===== config.mk =====
export PLATFORM = sky130hd
export DESIGN_NAME = audio_sample_fifo
export DESIGN_NICKNAME = d
export VERILOG_FILES = /design/src/rtl/audio_sample_fifo.sv
export SDC_FILE = /design/constraint.sdc
export NUM_CORES = 1
export LEC_CHECK = 0
export CAP_MARGIN = 20
export CORE_ASPECT_RATIO = 0.9
export CORE_UTILIZATION = 40
export CTS_BUF_LIST = sky130_fd_sc_hd__clkbuf_16
export DETAILED_ROUTE_END_ITERATION = 10
export DONT_BUFFER_PORTS = 1
export GPL_ROUTABILITY_DRIVEN = 1
export GPL_TIMING_DRIVEN = 0
export HOLD_SLACK_MARGIN = 0.08
export SYNTH_ARGS = -nofsm -noshare
export SYNTH_HDL_FRONTEND = slang
export SYNTH_SLANG_ARGS = --single-unit

===== constraint.sdc =====
create_clock -name clk -period 7.6 [get_ports clk]
set_input_delay 1.52 -clock clk [delete_from_list [all_inputs] [get_ports clk]]
set_output_delay 1.52 -clock clk [all_outputs]
set_load 0.05 [all_outputs]

===== src/rtl/audio_sample_fifo.sv =====
// rtl/audio_sample_fifo.sv - stereo sample FIFO between mixer and I2S, popped on divided LRCLK rises
module audio_sample_fifo #(
  parameter int WIDTH         = 24,
  parameter int DEPTH         = 16,
  parameter int DIV           = 1,
  parameter bit UNDERRUN_HOLD = 1'b1
) (
  input  logic                    clk,
  input  logic                    rst,
  input  logic                    lrclk,
  input  logic                    in_valid,
  output logic                    in_ready,
  input  logic [WIDTH-1:0]        in_l,
  input  logic [WIDTH-1:0]        in_r,
  output logic [WIDTH-1:0]        out_l,
  output logic [WIDTH-1:0]        out_r,
  output logic                    sample_tick,
  output logic [$clog2(DEPTH):0]  level,
  output logic                    underrun,
  output logic [15:0]             underrun_count,
  input  logic                    clr_stats
);

  localparam int AW = $clog2(DEPTH);
  localparam int LW = AW + 1;
  localparam int CW = (DIV > 1) ? $clog2(DIV) : 1;
  localparam logic [CW-1:0] CNT_LAST   = CW'(DIV - 1);
  localparam logic [LW-1:0] FULL_LEVEL = LW'(DEPTH);

  logic [2*WIDTH-1:0] mem [DEPTH];
  logic [AW-1:0]      wr_ptr;
  logic [AW-1:0]      rd_ptr;
  logic [CW-1:0]      cnt;
  logic               s1, s2, s3;
  logic               rise, pop, push, empty;

  assign rise     = s2 & ~s3;
  assign pop      = rise && (cnt == CNT_LAST);
  assign empty    = (level == '0);
  assign in_ready = (level != FULL_LEVEL);
  assign push     = in_valid & in_ready;

  // Bring LRCLK into the clk domain; preset high so lrclk already high at reset release is not an edge
  always_ff @(posedge clk) begin
    if (rst) begin
      s1 <= 1'b1;
      s2 <= 1'b1;
      s3 <= 1'b1;
    end else begin
      s1 <= lrclk;
      s2 <= s1;
      s3 <= s2;
    end
  end

  // Count LRCLK rises so that only every DIV-th rise produces a pop
  always_ff @(posedge clk) begin
    if (rst) begin
      cnt <= '0;
    end else if (rise) begin
      if (cnt == CNT_LAST) cnt <= '0;
      else                 cnt <= cnt + CW'(1);
    end
  end

  // Sample storage; no reset needed because level gates every read
  always_ff @(posedge clk) begin
    if (push) mem[wr_ptr] <= {in_l, in_r};
  end

  // Pointers, fill level and the registered output pair
  always_ff @(posedge clk) begin
    if (rst) begin
      wr_ptr      <= '0;
      rd_ptr      <= '0;
      level       <= '0;
      out_l       <= '0;
      out_r       <= '0;
      sample_tick <= 1'b0;
    end else begin
      sample_tick <= pop;
      if (push) wr_ptr <= wr_ptr + AW'(1);
      if (pop) begin
        if (!empty) begin
          {out_l, out_r} <= mem[rd_ptr];
          rd_ptr         <= rd_ptr + AW'(1);
        end else if (!UNDERRUN_HOLD) begin
          out_l <= '0;
          out_r <= '0;
        end
      end
      if (push && !(pop && !empty))      level <= level + LW'(1);
      else if (!push && (pop && !empty)) level <= level - LW'(1);
    end
  end

  // Underrun statistics; a clear wins over an increment in the same cycle
  always_ff @(posedge clk) begin
    if (rst || clr_stats) begin
      underrun       <= 1'b0;
      underrun_count <= '0;
    end else if (pop && empty) begin
      underrun <= 1'b1;
      if (underrun_count != 16'hFFFF) underrun_count <= underrun_count + 16'd1;
    end
  end

endmodule


# Word level (Yosys, flattened, before mapping)

Memory sizes are Yosys's and may differ from the RTL's. A register that Yosys moved wholly into a read port is not among the register bits.
Index checks and enable logic that the tools add are counted.

Eq/ne operators: 2
Reductions and logical operators: 13
Bitwise operators: 5
Multiplexer cells: 5
Add/subtract/negate cells: 6

Operators with widths:

| operator                                         | count |
|---|---|
| adder 16 x 1 -> 16 bit, second input constant    | 1 |
| != test 16 bit, second input constant            | 1 |
| 2-to-1 mux 5 bit                                 | 2 |
| adder 4 x 1 -> 4 bit, second input constant      | 2 |
| adder 5 x 1 -> 5 bit, second input constant      | 1 |
| logical AND 1 bit                                | 5 |
| zero test 5 bit                                  | 1 |
| != test 5 bit, second input constant             | 1 |
| subtractor 5 x 1 -> 5 bit, second input constant | 1 |
| AND reduction 2 bit                              | 2 |
| zero test 1 bit                                  | 3 |
| 2-to-1 mux 1 bit                                 | 3 |
| NOT 1 bit                                        | 3 |
| bitwise AND 1 bit                                | 2 |
| nonzero test 2 bit                               | 1 |
| adder 1 bit, second input constant               | 1 |
| logical OR 1 bit                                 | 1 |

Bits in writable memories: 768
Register bits: 35
Memories kept: 1
Word-level logic and storage cells: 42
Bits of input ports: 53

Memory list:

| name | words | width | read ports | clocked after memory_dff | wr ports | RTL line | text |
|---|---|---|---|---|---|---|---|
| mem  | 16    | 48    | 1          | 1                        | 1        | 30       | `logic [2*WIDTH-1:0] mem [DEPTH];` |

# Logic depth before layout (Yosys ltp)

Word-level depth: 7
Gate-level depth with buffers: 12

# Worst setup path after synthesis

OpenSTA, ideal clock, no wires.

Path kind: input -> register
Start point: input in_valid
End point: memory mem[3][0] in the netlist's numbering (enable)
Arrival time: 5491 ps
Required time: 7087 ps
Library setup time: 513 ps
Slack: 1596 ps
Stages on the path: 3
Cell sequence: a21boi_1 > nand2_1 > nor3_1

Word-level cells in the longest chain between the ends: 3

Ends and longest elaborated chain:

| element                                | RTL line | text |
|---|---|---|
| from (decl)                            | 11       | `input logic in_valid,` |
| bitwise AND 1 bit                      | 41       | `assign push = in_valid & in_ready;` |
| 2-to-1 mux 1 bit                       | 68       | `if (push) mem[wr_ptr] <= {in_l, in_r};` |
| 2-to-1 mux 1 bit (implied by the code) | 68       |  |
| to (decl)                              | 30       |  |

Every way passes these cells.

# Worst setup path in the final report

Start point: register level[0]
End point: output in_ready

Word-level cells in the longest chain between the ends: 1

Ends and longest elaborated chain:

| element                | RTL line | text |
|---|---|---|
| from (decl)            | 18       | `output logic [$clog2(DEPTH):0] level,` |
| from (signal assigned) | 92       | `if (push && !(pop && !empty)) level <= level + LW'(1);` |
| from (signal assigned) | 93       | `else if (!push && (pop && !empty)) level <= level - LW'(1);` |
| != test 5 bit          | 40       | `assign in_ready = (level != FULL_LEVEL);` |
| to (decl)              | 12       | `output logic in_ready,` |

Every way passes these cells.

==> results.py <==
metrics = {
    "status": {
        "status": "finished clean",
    },
    "detailed_routing": {
        "wl_um": 73310,
        "dr.pass1.iters": 5,
        "via_per_inst": 5.554,
        "ant_nets": 0,
        "wl_per_cell_um": 26.66,
        "drt_iter0_markers": 1503,
        "vias": 15270,
        "post-route-drc-count": 0,
    },
    "timing": {
        "final_max_slew_viol_count": 0,
        "setup_violations": 0,
        "max_freq_mhz": 265.0,
        "fin_ws_ns": 3.827,
        "fin_setup_tns_ns": 0,
        "finalCriticalPeriod_ns": 3.773,
        "maxSlewHeadroom_pct": 21.48,
        "post-route-period-util_pct": 49.65,
        "rsz0062_at_grt": "no",
        "worst_pin_slew_ns": 1.178,
        "finalHoldViolCount": 0,
        "finalClockSkew_ns": 0.06234,
    },
    "yosys": {
        "ys_types": 45,
        "synth-edff-count": 768,
        "synthesis.area_um2": 32070,
        "syn-instance-count": 1484,
        "yosysSeqAreaShare_pct": 77.03,
        "ys_warn_count": 0,
        "ys_ff_latch": 850,
        "synth_area_per_cell_um2": 21.61,
        "synth-async-reset-ratio_pct": 0,
        "ys.flop_type": "edfxtp_1",
        "netlist_top_cells_area": "edfxtp_1, mux4_2, dfxtp_1",
        "syn_nets": 1549,
        "yosys.area.top_type": "edfxtp_1",
        "synth.top_cell.area_share_pct": 71.92,
    },
    "run": {
        "cap_violations": 0,
    },
    "clock_network": {
        "ctsRootBufferMaster": "clkbuf_16",
        "numCtsBuffers": 89,
        "cts.path.max_buffers": 3,
        "postCtsHoldBufs": 0,
        "clk_pin_slew_ns": 0.05,
        "cts_resized": 0,
        "cts_sinks": 850,
        "clkLatencyLatePin_ns": 0.65,
        "cts_max_level": 3,
        "postCtsSetupBuffers": 0,
        "tritoncts": "done",
    },
    "die": {
        "initial_core_util_pct": 40.36,
        "core_area_um2": 79460,
        "fp.dieH_um": 270.6,
        "rows": 98,
        "die_w_um": 300.5,
        "io-pin-count": 125,
        "die_area_um2": 81310,
    },
    "setup_path": {
        "regToRegStartpoint": "level[0]",
        "r2r_setup_slack_ns": 4.07,
        "cp-end-kind": "primary output",
        "crit_arrival_ns": 2.25,
        "path_max_fanout": 6,
        "ff2ff_path_depth": 8,
        "crit_type": "flop to primary output",
        "worst-endpoint-required_ns": 6.08,
        "critPathLaunchType": "flop",
        "r2r_end": "mem[0][42]",
    },
    "hold_path": {
        "hold_path_class": "flop to flop",
        "hold_path_end": "s2",
        "min_from": "s1",
        "hold_depth": 1,
    },
    "place": {
        "dp_hpwl_um": 46540,
        "gp_congestion": 0.7765,
        "port_buffers": 0,
        "pre_cts_ws_ns": 3.553,
    },
    "grt": {
        "antenna_found_initial": 1,
        "grt_pass1_wl_um": 107600,
        "grt_max_degree": 24,
        "grt_pass1_vias": 15960,
        "grt.total_usage_pct": 18.34,
        "overflow": 0,
    },
    "finish": {
        "antenna_cells": 0,
        "nNetsFinal": 1692,
        "final_util_pct": 46.63,
        "area_growth_syn_to_layout_pct": 15.54,
        "drive_gt1_share_pct": 24.24,
        "final_cell_mix": "edfxtp_1, mux4_2, mux2i_1",
        "final_common_cell": "edfxtp_1",
    },
    "pwr": {
        "ir_drop_uv": 245.0,
        "p_leak_nw": 11.39,
        "powerDensity_nw_per_um2": 269.1,
        "finalPower_mw": 9.971,
    },
}
[flip-flops by register name, summed over array words and instances (netlist names)]
register        flops
s1                  1
underrun            1
mem               768
level               5
sample_tick         1
underrun_count     16
out_l              24
rd_ptr              4
s3                  1
s2                  1
out_r              24
wr_ptr              4
[worst max-delay path: stages, from the launching register on]
cell	delay (ns)
dfxtp_1	0.53
nor4_1	0.64
nand2_1	0.49
[metal layers]
| metal | up-vias | part of all wire [%] | track usage [%] |
|---|---|---|---|
| li1 | 6482 | - | - |
| met3 | 98 | 9.3 | 6.055 |
| met2 | 510 | 47 | 28.32 |
| met1 | 8181 | 42 | 25.14 |
| met5 | - | 0.012 | 0 |
| met4 | 2 | 1.9 | 4.337 |
[through the flow]
stage                     hold WS [ns]  cells  cell area (µm²)
after global routing            0.4584   2750            37050
after CTS                       0.4344   2749            37040
after detailed placement        0.4254   2585            34350
after global placement          0.4006   2534            33380
after floorplan                 0.3895   1484            32070
final                           0.4295   2750            37050
[how the worst max path moves through the flow]
stage                  start    endpoint  cells past startpoint
global route        level[0]    in_ready                      2
floorplan           in_valid   mem[3][0]                      3
CTS                 level[0]    in_ready                      2
global placement    in_valid  mem[2][37]                      3
finish              level[0]    in_ready                      2
detailed placement  in_valid  mem[3][40]                      6
[cell usage after synthesis, types with 3 or more instances]
cell type	instances
and3_1	3
or2_2	5
o21ai_0	49
xnor2_1	7
xor2_1	12
nor2_1	48
a2bb2oi_1	48
buf_2	25
ha_1	11
nand3_1	5
nand2_1	14
nand4_1	9
mux4_2	192
buf_1	7
inv_1	9
clkbuf_1	45
edfxtp_1	768
nor3_1	9
dfxtp_1	82
a21oi_1	9
mux2i_1	99
[layout make-up]
type | count | area (µm²)
Timing Repair Buffer | 52 | 870.8
Tap cell | 1050 | 1314
Multi-Input combinational cell | 546 | 7086
Clock buffer | 89 | 2227
Clock inverter | 75 | 462.9
Inverter | 9 | 33.78
Fill cell | 6524 | 42400
Buffer | 79 | 355.3
Sequential cell | 850 | 24700
[cells by family (layout without fill, tap and decap cells)]
group | after synthesis | after routing | synth area share [%]
adder cells (fa/ha/maj) | 12 | 12 | 0.4916
flip-flops | 850 | 850 | 77.03
buffers and inverters | 88 | 304 | 1.213
AND/OR/NAND/NOR | 110 | 110 | 1.744
AO/OA/AOI/OAI | 113 | 113 | 2.388
XOR/XNOR | 19 | 19 | 0.5189
multiplexers | 292 | 292 | 16.61
[where the power goes]
part / internal (mW) / switching [mW] / total, mW
Sequential: 5.26 / 0.143 / 5.40
Clock: 2.23 / 1.76 / 3.99
Combinational: 0.265 / 0.314 / 0.578
Note: power is estimated with default switching activity, not from simulation.
